**src/rtl/alu_pkg.sv**
```systemverilog
// Shared opcodes, FSM states and sizing helpers for multicycle_alu.
// Optional feature macro: ALU_OVERFLOW_EN (see multicycle_alu).
package alu_pkg;

  localparam logic [3:0] ALU_AND  = 4'b0000;
  localparam logic [3:0] ALU_OR   = 4'b0001;
  localparam logic [3:0] ALU_ADD  = 4'b0010;
  localparam logic [3:0] ALU_SUB  = 4'b0110;
  localparam logic [3:0] ALU_CMP  = 4'b0111;
  localparam logic [3:0] ALU_MUL  = 4'b1000;
  localparam logic [3:0] ALU_DIVU = 4'b1001;

  typedef enum logic [1:0] {
    IDLE,
    EXEC,
    ITER,
    DONE
  } state_t;

  // Iteration counter must hold WIDTH down to 1.
  function automatic int cnt_width(input int w);
    return $clog2(w + 1);
  endfunction

endpackage

```
**src/rtl/muldiv_iter.sv**
```systemverilog
// Shared shift-register pair and adder/subtractor for iterative
// unsigned MUL (shift-add) and DIVU (restoring), one step per cycle.
module muldiv_iter
  import alu_pkg::*;
#(
  parameter int WIDTH = 32
) (
  input  logic             clk,
  input  logic             reset,
  input  logic             load,
  input  logic             mode,
  input  logic             step,
  input  logic [WIDTH-1:0] a,
  input  logic [WIDTH-1:0] b,
  output logic [WIDTH-1:0] lo,
  output logic [WIDTH-1:0] hi
);

  logic [WIDTH-1:0] hi_q;
  logic [WIDTH-1:0] lo_q;
  logic [WIDTH-1:0] m_q;
  logic             div_q;
  logic [WIDTH:0]   x;
  logic [WIDTH:0]   y;
  logic             cin;
  logic [WIDTH+1:0] s;

  // One adder: hi+m (mul) or {hi,lo_msb}-m (div); s[WIDTH+1] is no-borrow.
  always_comb begin
    x   = '0;
    y   = '0;
    cin = 1'b0;
    if (div_q) begin
      x   = {hi_q, lo_q[WIDTH-1]};
      y   = ~{1'b0, m_q};
      cin = 1'b1;
    end else begin
      x = {1'b0, hi_q};
      y = lo_q[0] ? {1'b0, m_q} : '0;
    end
    s = {1'b0, x} + {1'b0, y} + (WIDTH+2)'(cin);
  end

  // Operand load and per-step shift of the hi/lo pair.
  always_ff @(posedge clk) begin
    if (reset) begin
      hi_q  <= '0;
      lo_q  <= '0;
      m_q   <= '0;
      div_q <= 1'b0;
    end else if (load) begin
      hi_q  <= '0;
      lo_q  <= a;
      m_q   <= b;
      div_q <= mode;
    end else if (step) begin
      if (div_q) begin
        hi_q <= s[WIDTH+1] ? s[WIDTH-1:0] : x[WIDTH-1:0];
        lo_q <= {lo_q[WIDTH-2:0], s[WIDTH+1]};
      end else begin
        hi_q <= s[WIDTH:1];
        lo_q <= {s[0], lo_q[WIDTH-1:1]};
      end
    end
  end

  assign lo = lo_q;
  assign hi = hi_q;

endmodule

```
**src/rtl/multicycle_alu.sv**
```systemverilog
// Registered ALU with start/done handshake; MUL/DIVU iterate WIDTH steps.
// Define ALU_OVERFLOW_EN to add the signed-overflow output.
module multicycle_alu
  import alu_pkg::*;
#(
  parameter int WIDTH = 32,
  parameter int OP_W  = 4
) (
  input  logic             clk,
  input  logic             reset,
  input  logic             start,
  input  logic [OP_W-1:0]  op,
  input  logic [WIDTH-1:0] in1,
  input  logic [WIDTH-1:0] in2,
  output logic             busy,
  output logic             done,
  output logic [WIDTH-1:0] result,
  output logic [WIDTH-1:0] result_hi,
  output logic             zero,
  output logic             illegal
`ifdef ALU_OVERFLOW_EN
  ,
  output logic             overflow
`endif
);

  localparam int CW = cnt_width(WIDTH);

  state_t           state;
  state_t           state_nxt;
  logic [CW-1:0]    cnt;
  logic             is_and;
  logic             is_or;
  logic             is_add;
  logic             is_sub;
  logic             is_cmp;
  logic             is_mul;
  logic             is_div;
  logic             launch;
  logic             launch_it;
  logic             launch_1;
  logic [WIDTH-1:0] sum;
  logic [WIDTH-1:0] diff;
  logic [WIDTH-1:0] alu_res;
  logic             alu_ill;
  logic [WIDTH-1:0] res_q;
  logic [WIDTH-1:0] hi_q;
  logic             zero_q;
  logic             ill_q;
  logic [WIDTH-1:0] iter_lo;
  logic [WIDTH-1:0] iter_hi;

  assign is_and = op == OP_W'(ALU_AND);
  assign is_or  = op == OP_W'(ALU_OR);
  assign is_add = op == OP_W'(ALU_ADD);
  assign is_sub = op == OP_W'(ALU_SUB);
  assign is_cmp = op == OP_W'(ALU_CMP);
  assign is_mul = op == OP_W'(ALU_MUL);
  assign is_div = op == OP_W'(ALU_DIVU);

  // New work is accepted in every state but ITER, incl. the done cycle.
  assign launch    = start && (state != ITER);
  assign launch_it = launch && (is_mul || is_div);
  assign launch_1  = launch && !(is_mul || is_div);

  assign sum  = in1 + in2;
  assign diff = in1 - in2;

  // Single-cycle datapath; undefined opcodes raise illegal.
  always_comb begin
    alu_res = '0;
    alu_ill = 1'b0;
    unique case (1'b1)
      is_and:         alu_res = in1 & in2;
      is_or:          alu_res = in1 | in2;
      is_add:         alu_res = sum;
      is_sub, is_cmp: alu_res = diff;
      is_mul, is_div: alu_res = '0;
      default:        alu_ill = 1'b1;
    endcase
  end

  muldiv_iter #(
    .WIDTH(WIDTH)
  ) u_iter (
    .clk  (clk),
    .reset(reset),
    .load (launch_it),
    .mode (is_div),
    .step (state == ITER),
    .a    (in1),
    .b    (in2),
    .lo   (iter_lo),
    .hi   (iter_hi)
  );

  // State register.
  always_ff @(posedge clk) begin
    if (reset) state <= IDLE;
    else       state <= state_nxt;
  end

  // Next state: EXEC/DONE are the done-pulse cycles and accept start.
  always_comb begin
    state_nxt = state;
    unique case (state)
      IDLE, EXEC, DONE: begin
        if (launch_it)     state_nxt = ITER;
        else if (launch_1) state_nxt = EXEC;
        else               state_nxt = IDLE;
      end
      ITER: if (cnt == CW'(1)) state_nxt = DONE;
    endcase
  end

  // Step counter: WIDTH down to 1 while iterating.
  always_ff @(posedge clk) begin
    if (reset)             cnt <= '0;
    else if (launch_it)    cnt <= CW'(WIDTH);
    else if (state == ITER) cnt <= cnt - CW'(1);
  end

  // Held results: written by a 1-cycle launch, or from the iterator
  // as the DONE cycle ends (a 1-cycle launch then takes priority).
  always_ff @(posedge clk) begin
    if (reset) begin
      res_q  <= '0;
      hi_q   <= '0;
      zero_q <= 1'b0;
      ill_q  <= 1'b0;
    end else if (launch_1) begin
      res_q  <= alu_res;
      hi_q   <= '0;
      zero_q <= !alu_ill && (alu_res == '0);
      ill_q  <= alu_ill;
    end else if (state == DONE) begin
      res_q  <= iter_lo;
      hi_q   <= iter_hi;
      zero_q <= iter_lo == '0;
      ill_q  <= 1'b0;
    end
  end

  assign busy      = state == ITER;
  assign done      = (state == EXEC) || (state == DONE);
  assign result    = (state == DONE) ? iter_lo : res_q;
  assign result_hi = (state == DONE) ? iter_hi : hi_q;
  assign zero      = (state == DONE) ? (iter_lo == '0) : zero_q;
  assign illegal   = (state == DONE) ? 1'b0 : ill_q;

`ifdef ALU_OVERFLOW_EN
  logic alu_ovf;
  logic ovf_q;

  // Signed overflow of ADD and SUB/CMP; zero for all other ops.
  always_comb begin
    alu_ovf = 1'b0;
    if (is_add)
      alu_ovf = (in1[WIDTH-1] == in2[WIDTH-1]) &&
                (sum[WIDTH-1] != in1[WIDTH-1]);
    else if (is_sub || is_cmp)
      alu_ovf = (in1[WIDTH-1] != in2[WIDTH-1]) &&
                (diff[WIDTH-1] != in1[WIDTH-1]);
  end

  // Overflow flag held alongside the result.
  always_ff @(posedge clk) begin
    if (reset)              ovf_q <= 1'b0;
    else if (launch_1)      ovf_q <= alu_ovf;
    else if (state == DONE) ovf_q <= 1'b0;
  end

  assign overflow = (state == DONE) ? 1'b0 : ovf_q;
`endif

endmodule

```
**config.mk**
```make
export PLATFORM = sky130hd
export DESIGN_NAME = multicycle_alu
export DESIGN_NICKNAME = d
export VERILOG_FILES = /design/src/rtl/alu_pkg.sv /design/src/rtl/muldiv_iter.sv /design/src/rtl/multicycle_alu.sv
export SDC_FILE = /design/constraint.sdc
export NUM_CORES = 1
export LEC_CHECK = 0
export CORE_MARGIN = 2
export CORE_UTILIZATION = 35
export CTS_BUF_LIST = sky130_fd_sc_hd__clkbuf_4
export DETAILED_ROUTE_END_ITERATION = 10
export DONT_BUFFER_PORTS = 1
export GPL_TIMING_DRIVEN = 0
export PLACE_DENSITY = 0.46
export SLEW_MARGIN = 20
export SYNTH_ARGS = -nofsm -noshare
export SYNTH_HDL_FRONTEND = slang
export SYNTH_HIERARCHICAL = 1
export SYNTH_SLANG_ARGS = --single-unit
```
**constraint.sdc**
```tcl
create_clock -name clk -period 5.9 [get_ports clk]
set_input_delay 1.18 -clock clk [delete_from_list [all_inputs] [get_ports clk]]
set_output_delay 1.18 -clock clk [all_outputs]
set_load 0.02 [all_outputs]
```
==> impl_metrics.env, run 1 <==
export IMPL_p_int_uw=1752
export IMPL_grt_ovfl_total=0
export IMPL_startpoint_type="primary input"
export IMPL_holdCritPathClass="reg -> reg"
export IMPL_synth_edf_count=0
export IMPL_dr_wl_met3_um=3413
export IMPL_crit_path_max_fanout=7
export IMPL_power_share_switching_pct=35.49
export IMPL_p_sw_uw=964.1
export IMPL_synth_compound_area_share_pct=25.70
export IMPL_die_w_um=203.2
export IMPL_rows=72
export IMPL_dr_wl_met2_um=27840
export IMPL_rsz0062_at_grt="false"
export IMPL_post_cts_buffers=0
export IMPL_cts_max_level=4
export IMPL_grt_max_degree=17
export IMPL_finalSetupViolations=0
export IMPL_clk_insertion_delay_late_ns=0.60
export IMPL_syn_to_final_growth_pct=6.952
export IMPL_status="completed"
export IMPL_ioPinCount=139
export IMPL_syn_area_um2=13890
export IMPL_via_per_inst=5.853
export IMPL_cts_sinks=171
export IMPL_vias=13520
export IMPL_synthFlopType="dfxtp_1"
export IMPL_end_kind="register"
export IMPL_cts_hold_buffers=0
export IMPL_synth_simple_area_share_pct=19.61
export IMPL_fmax_mhz=183.7
export IMPL_power_uw=2716
export IMPL_drt_met1_wl_um=24220
export IMPL_cts_path_max_buffers=2
export IMPL_grt_pass1_vias=13200
export IMPL_combPwrFrac_pct=25.7
export IMPL_cts_resized_gates=0
export IMPL_wl_per_cell_um=24.49
export IMPL_synth_commonest_cells="nor2_1 (199), dfxtp_1 (171), a21oi_1 (149), o21ai_0 (126), nand2_1 (114)"
export IMPL_timing_hold_violations_final=0
export IMPL_drt_iter0_markers=921
export IMPL_gp_congestion=0.9385
export IMPL_io_buffers=0
export IMPL_ys_seq_elements=171
export IMPL_root_buffer="clkbuf_4"
export IMPL_netlist_top_cells_area="dfxtp_1 (25%), mux2_2 (7.8%), ha_1 (6.0%), nor2_1 (5.4%), a21oi_1 (5.4%)"
export IMPL_remaining_drc_errors=0
export IMPL_dp_hpwl_um=45320
export IMPL_top_layer_used="met4"
export IMPL_dieArea_um2=41310
export IMPL_grt_usage_pct=27.18
export IMPL_critPathRequiredTime_ns=6.45
export IMPL_worst_pin_slew_ns=1.101
export IMPL_synth_most_common_cell="nor2_1"
export IMPL_ys_warn_count=6
export IMPL_clk_pin_slew_ns=0.16
export IMPL_initial_core_util_pct=35.70
export IMPL_drv_cap=0
export IMPL_grt_pass1_wl_um=84480
export IMPL_leakagePower_uw=0.005666
export IMPL_ys_types=97
export IMPL_synth_avg_cell_area_um2=7.904
export IMPL_clock_power_share_pct=29.0
export IMPL_synth_top_family_by_area="compound AO/OA/AOI/OAI gates"
export IMPL_synth_xor_area_share_pct=4.340
export IMPL_antenna_found_initial=1
export IMPL_n_fill_cell=4209
export IMPL_drtAntennaViolNets=0
export IMPL_seqPwrFrac_pct=45.3
export IMPL_clock_skew_ns=0.02530
export IMPL_yosys_area_share_adder_pct=8.195
export IMPL_die_h_um=203.2
export IMPL_crit_arrival_ns=6.00
export IMPL_irDropWorstVdd_v=0.00009287
export IMPL_wirelength_um=56540
export IMPL_fin_crit_ns=5.443
export IMPL_netlist_instances=1758
export IMPL_cts_tree="done"
export IMPL_finalCritPeriodShare_pct=92.25
export IMPL_fin_nets=1918
export IMPL_utilization_pct=38.18
export IMPL_core_area_um2=38920
export IMPL_firstDrtPassIters=5
export IMPL_critPathKind="in -> reg"
export IMPL_yosys_area_top_type_share_pct=24.64
export IMPL_syn_nets=1899
export IMPL_slew_violations=0
export IMPL_seq_area_frac_synth_pct=24.64
export IMPL_cts_buffers=17
export IMPL_slew_headroom_pct=26.59
export IMPL_ys_async_sr_fraction_pct=0
export IMPL_muxShareOfSynthArea_pct=12.75
export IMPL_drive_gt1_share_pct=10.28
export IMPL_power_density_nw_per_um2=182.8
export IMPL_synth_area_leader_cell="dfxtp_1"
==> layer usage <==
metal	global-route usage [%]	up-vias
met1	33.71	6526
met2	48.34	365
met5	0	-
met4	6.856	0
met3	4.938	60
li1	-	6564
==> final timing paths <==
check / from / to / slack (ns) / cells past startpoint
worst min-delay path: cnt[1] / cnt[1] / 0.51 / 2
worst max register to register: u_iter/div_q / u_iter/hi[6] / 0.72 / 18
worst min register to register: cnt[1] / cnt[1] / 0.51 / 2
worst max-delay path: in2[2] / zero_q / 0.46 / 20
==> kinds of logic (layout without fill, tap and decap cells) <==
| family | after synthesis | in the layout |
|---|---|---|
| flops | 171 | 171 |
| xor+xnor | 68 | 68 |
| fa+ha+maj | 94 | 94 |
| mux | 165 | 165 |
| other cells | 0 | 1 |
| compound gates | 538 | 538 |
| simple gates | 559 | 559 |
| buf+inv | 163 | 195 |
==> state kept, by name, summed over array words and instances (netlist names) <==
| name | cells |
|---|---|
| u_iter/div_q | 1 |
| u_iter/m_q | 32 |
| cnt | 6 |
| u_iter/hi | 32 |
| ill_q | 1 |
| hi_q | 32 |
| state | 2 |
| zero_q | 1 |
| res_q | 32 |
| u_iter/lo | 32 |
==> power by group through the flow <==
stage | logic, µW | clock network (µW) | registers, µW
floorplan | 519 | 0 | 1240
global placement | 688 | 0 | 1250
detailed placement | 690 | 0 | 1260
global route | 773 | 853 | 1240
finish | 698 | 788 | 1230
CTS | 694 | 817 | 1230
==> metrics by stage <==
| step | hold slack [ns] | setup TNS, ns | area, µm² | setup slack, ns | instances |
|---|---|---|---|---|---|
| after floorplan | 0.4570 | 0 | 13890 | 0.8965 | 1758 |
| after global placement | 0.4847 | -0.1568 | 14540 | -0.1489 | 2276 |
| after detailed placement | 0.4903 | -0.1590 | 14540 | -0.1413 | 2276 |
| after CTS | 0.5104 | 0 | 14860 | 0.4949 | 2308 |
| after global routing | 0.5386 | 0 | 14860 | 0.06989 | 2309 |
| final | 0.5055 | 0 | 14860 | 0.4570 | 2309 |
==> critical path, cell delays in order <==
cell,delay (ns)
clkbuf_2,0.15
or4_4,0.54
nor4_4,0.32
nand3b_1,0.18
nor2_1,0.39
nand2_1,0.13
o41ai_1,0.35
xor2_1,0.12
ha_1,0.29
clkbuf_1,0.28
nand2_1,0.11
o21ai_0,0.42
nor2_1,0.14
a21oi_1,0.16
o21ai_1,0.18
o21a_1,0.24
a32o_1,0.29
nor4_2,0.30
nand4_1,0.13
nand2_1,0.09
==> placed cells by master, fill, tap and decap left out, types with 15 or more instances in the layout <==
| master | instances |
|---|---|
| nand2_1 | 114 |
| dfxtp_1 | 171 |
| maj3_1 | 24 |
| o21ai_0 | 126 |
| buf_1 | 19 |
| a221oi_1 | 16 |
| mux2_2 | 96 |
| clkbuf_4 | 17 |
| a211oi_1 | 49 |
| a31oi_1 | 16 |
| nor4_1 | 16 |
| nand3_1 | 58 |
| mux2i_1 | 69 |
| ha_1 | 67 |
| xnor2_1 | 39 |
| nand4_1 | 20 |
| clkbuf_1 | 86 |
| nor3_1 | 32 |
| or3_1 | 15 |
| a21o_1 | 38 |
| nor2_1 | 199 |
| inv_1 | 39 |
| and3_1 | 43 |
| xor2_1 | 28 |
| a21oi_1 | 149 |
| o21a_1 | 15 |
==> area by class of cell <==
cell class | instances | area (µm²) | share of cell area (%)
Clock inverter | 15 | 187.7 | 1.263
Multi-Input combinational cell | 1424 | 9809 | 66.01
Clock buffer | 17 | 127.6 | 0.8588
Antenna cell | 1 | 2.502 | 0.01684
Sequential cell | 171 | 3423 | 23.04
Buffer | 124 | 515.5 | 3.469
Tap cell | 518 | 648.1 | 4.361
Inverter | 39 | 146.4 | 0.9851
Power figures use the tool's default switching activity.
==> inputs of run 2 (changes only) <==
--- a/config.mk
+++ b/config.mk
@@ -6,12 +6,12 @@
 export NUM_CORES = 1
 export LEC_CHECK = 0
 export CORE_MARGIN = 2
-export CORE_UTILIZATION = 35
+export CORE_UTILIZATION = 60
 export CTS_BUF_LIST = sky130_fd_sc_hd__clkbuf_4
 export DETAILED_ROUTE_END_ITERATION = 10
 export DONT_BUFFER_PORTS = 1
 export GPL_TIMING_DRIVEN = 0
-export PLACE_DENSITY = 0.46
+export PLACE_DENSITY = 0.73
 export SLEW_MARGIN = 20
 export SYNTH_ARGS = -nofsm -noshare
 export SYNTH_HDL_FRONTEND = slang
==> run 2 against run 1 <==
  * Global-route usage increased by 12 points
  * Sequential power barely moved
  * Sequential cell count stayed put
  * Hold slack gained 0.0041 ns
  * Clock power decreased by 12%
==> impl_metrics.env, run 2 (synthesis results as in run 1) <==
export IMPL_end_kind="register"
export IMPL_grt_max_degree=19
export IMPL_fin_crit_ns=5.327
export IMPL_fmax_mhz=187.7
export IMPL_syn_to_final_growth_pct=4.619
export IMPL_preCtsSetupSlack_ns=-0.0005129
export IMPL_critPathKind="in -> reg"
export IMPL_drt_iter0_markers=1267
export IMPL_cts_resized_gates=0
export IMPL_fin_nets=1918
export IMPL_whs_ns=0.5096
export IMPL_regArea_um2=3423
export IMPL_core_area_um2=22710
export IMPL_ioPinCount=139
export IMPL_critPathMaxStageDelay_ns=0.54
export IMPL_via_per_inst=6.629
export IMPL_drv_cap=0
export IMPL_clk_insertion_delay_late_ns=0.62
export IMPL_worstPathCellList="clkbuf_2 -> or4_4 -> nor4_4 -> nand3b_1 -> nor2_1 -> nand2_1 -> o41ai_1 -> xor2_1 -> ha_1 -> clkbuf_1 -> nand2_1 -> o21ai_0 -> nor2_1 -> a21oi_1 -> o21ai_1 -> o21a_1 -> a32o_1 -> nor4_2 -> nand4_1 -> nand2_1"
export IMPL_cpLargestDelayFamily="simple AND/OR/NAND/NOR gates"
export IMPL_holdCritPathClass="reg -> reg"
export IMPL_drtAntennaViolNets=0
export IMPL_power_density_nw_per_um2=179.5
export IMPL_die_h_um=156.2
export IMPL_cts_max_level=4
export IMPL_worst_path_max_delay_cell="or4_4"
export IMPL_gp_congestion=0.9853
export IMPL_grt_usage_pct=38.80
export IMPL_grt_ovfl_total=0
export IMPL_clk_pin_slew_ns=0.17
export IMPL_leakagePower_uw=0.005647
export IMPL_cts_buffers=17
export IMPL_cts_tree="done"
export IMPL_cts_path_max_buffers=2
export IMPL_status="completed"
export IMPL_dieArea_um2=24390
export IMPL_setup_tns_final_ns=0
export IMPL_die_w_um=156.2
export IMPL_wl_per_cell_um=23.32
export IMPL_worst_pin_slew_ns=0.9926
export IMPL_cts_sinks=171
export IMPL_cpMostUsedCell="nand2_1"
export IMPL_root_buffer="clkbuf_4"
export IMPL_io_buffers=0
export IMPL_crit_path_max_fanout=7
export IMPL_grt_pass1_wl_um=72460
export IMPL_antenna_found_initial=1
export IMPL_clock_skew_ns=0.03303
export IMPL_n_fill_cell=2103
export IMPL_wirelength_um=48420
export IMPL_vias=13760
export IMPL_multi_input_area_um2=9809
export IMPL_critPathRequiredTime_ns=6.46
export IMPL_rsz0062_at_grt="false"
export IMPL_irDropWorstVdd_v=0.0001254
export IMPL_remaining_drc_errors=0
export IMPL_layout_commonest_cell="nor2_1"
export IMPL_slew_violations=0
export IMPL_cts_hold_buffers=0
export IMPL_initial_core_util_pct=61.18
export IMPL_dp_hpwl_um=38370
export IMPL_finalCritPeriodShare_pct=90.28
export IMPL_layout_common_cells="nor2_1 (199), dfxtp_1 (171), a21oi_1 (149), o21ai_0 (126), nand2_1 (114)"
export IMPL_slew_headroom_pct=33.83
export IMPL_power_uw=2610
export IMPL_finalSetupViolations=0
export IMPL_post_cts_buffers=0
export IMPL_drive_gt1_share_pct=10.34
export IMPL_timing_hold_violations_final=0
export IMPL_startpoint_type="primary input"
export IMPL_crit_arrival_ns=5.89
export IMPL_crit_buf_inv=2
export IMPL_firstDrtPassIters=7
export IMPL_layout_setup_ws_ns=0.5733
export IMPL_grt_pass1_vias=12770
export IMPL_rows=55
run 2: cell count changes in the layout (fill, tap and decap cells not counted), sizes merged:
cell	previous run	this run
inv	44	46
bufinv	3	0
clkinvlp	2	3
run 2: final timing paths:
path / start / to / slack, ns / depth (start not counted)
max: in2[2] / zero_q / 0.57 / 20
min: cnt[1] / cnt[1] / 0.51 / 2
max reg2reg: u_iter/div_q / u_iter/hi[6] / 0.81 / 18
min reg2reg: cnt[1] / cnt[1] / 0.51 / 2
run 2: cell type report:
cell class | count | area share, %
multi-input cells | 1424 | 67.48
flip-flops and latches | 171 | 23.55
plain buffers | 124 | 3.546
well taps | 285 | 2.453
clock inverters | 15 | 1.067
inverters | 39 | 1.007
clock buffers | 17 | 0.8779
diodes | 1 | 0.01721
run 2: layer usage:
metal / up-vias / share of wire, % / track usage (%)
li1: 6569 / - / -
met1: 6346 / 40 / 47.40
met2: 702 / 46 / 65.55
met3: 144 / 9.3 / 7.944
met4: 0 / 4.8 / 18.13
met5: - / 0 / 0
run 2: tightest hold or removal path: stages (launching register included):
cell and delay [ns]:
dfxtp_1 0.34, nor2_1 0.10, a211oi_1 0.05
run 2: stage by stage:
stage,instance area (µm²),instances,util [%]
after floorplan,13890,1758,-
after global placement,14250,2043,62.75
after detailed placement,14250,2043,62.75
after CTS,14530,2075,64.00
after global routing,14540,2076,64.01
final,14540,2076,64.01
run 2: where the power goes:
group / switching [µW] / total (µW) / internal (µW)
Sequential: 33.3 / 1230 / 1200
Combinational: 430 / 683 / 253
Clock: 506 / 697 / 191
Total: 970 / 2610 / 1640
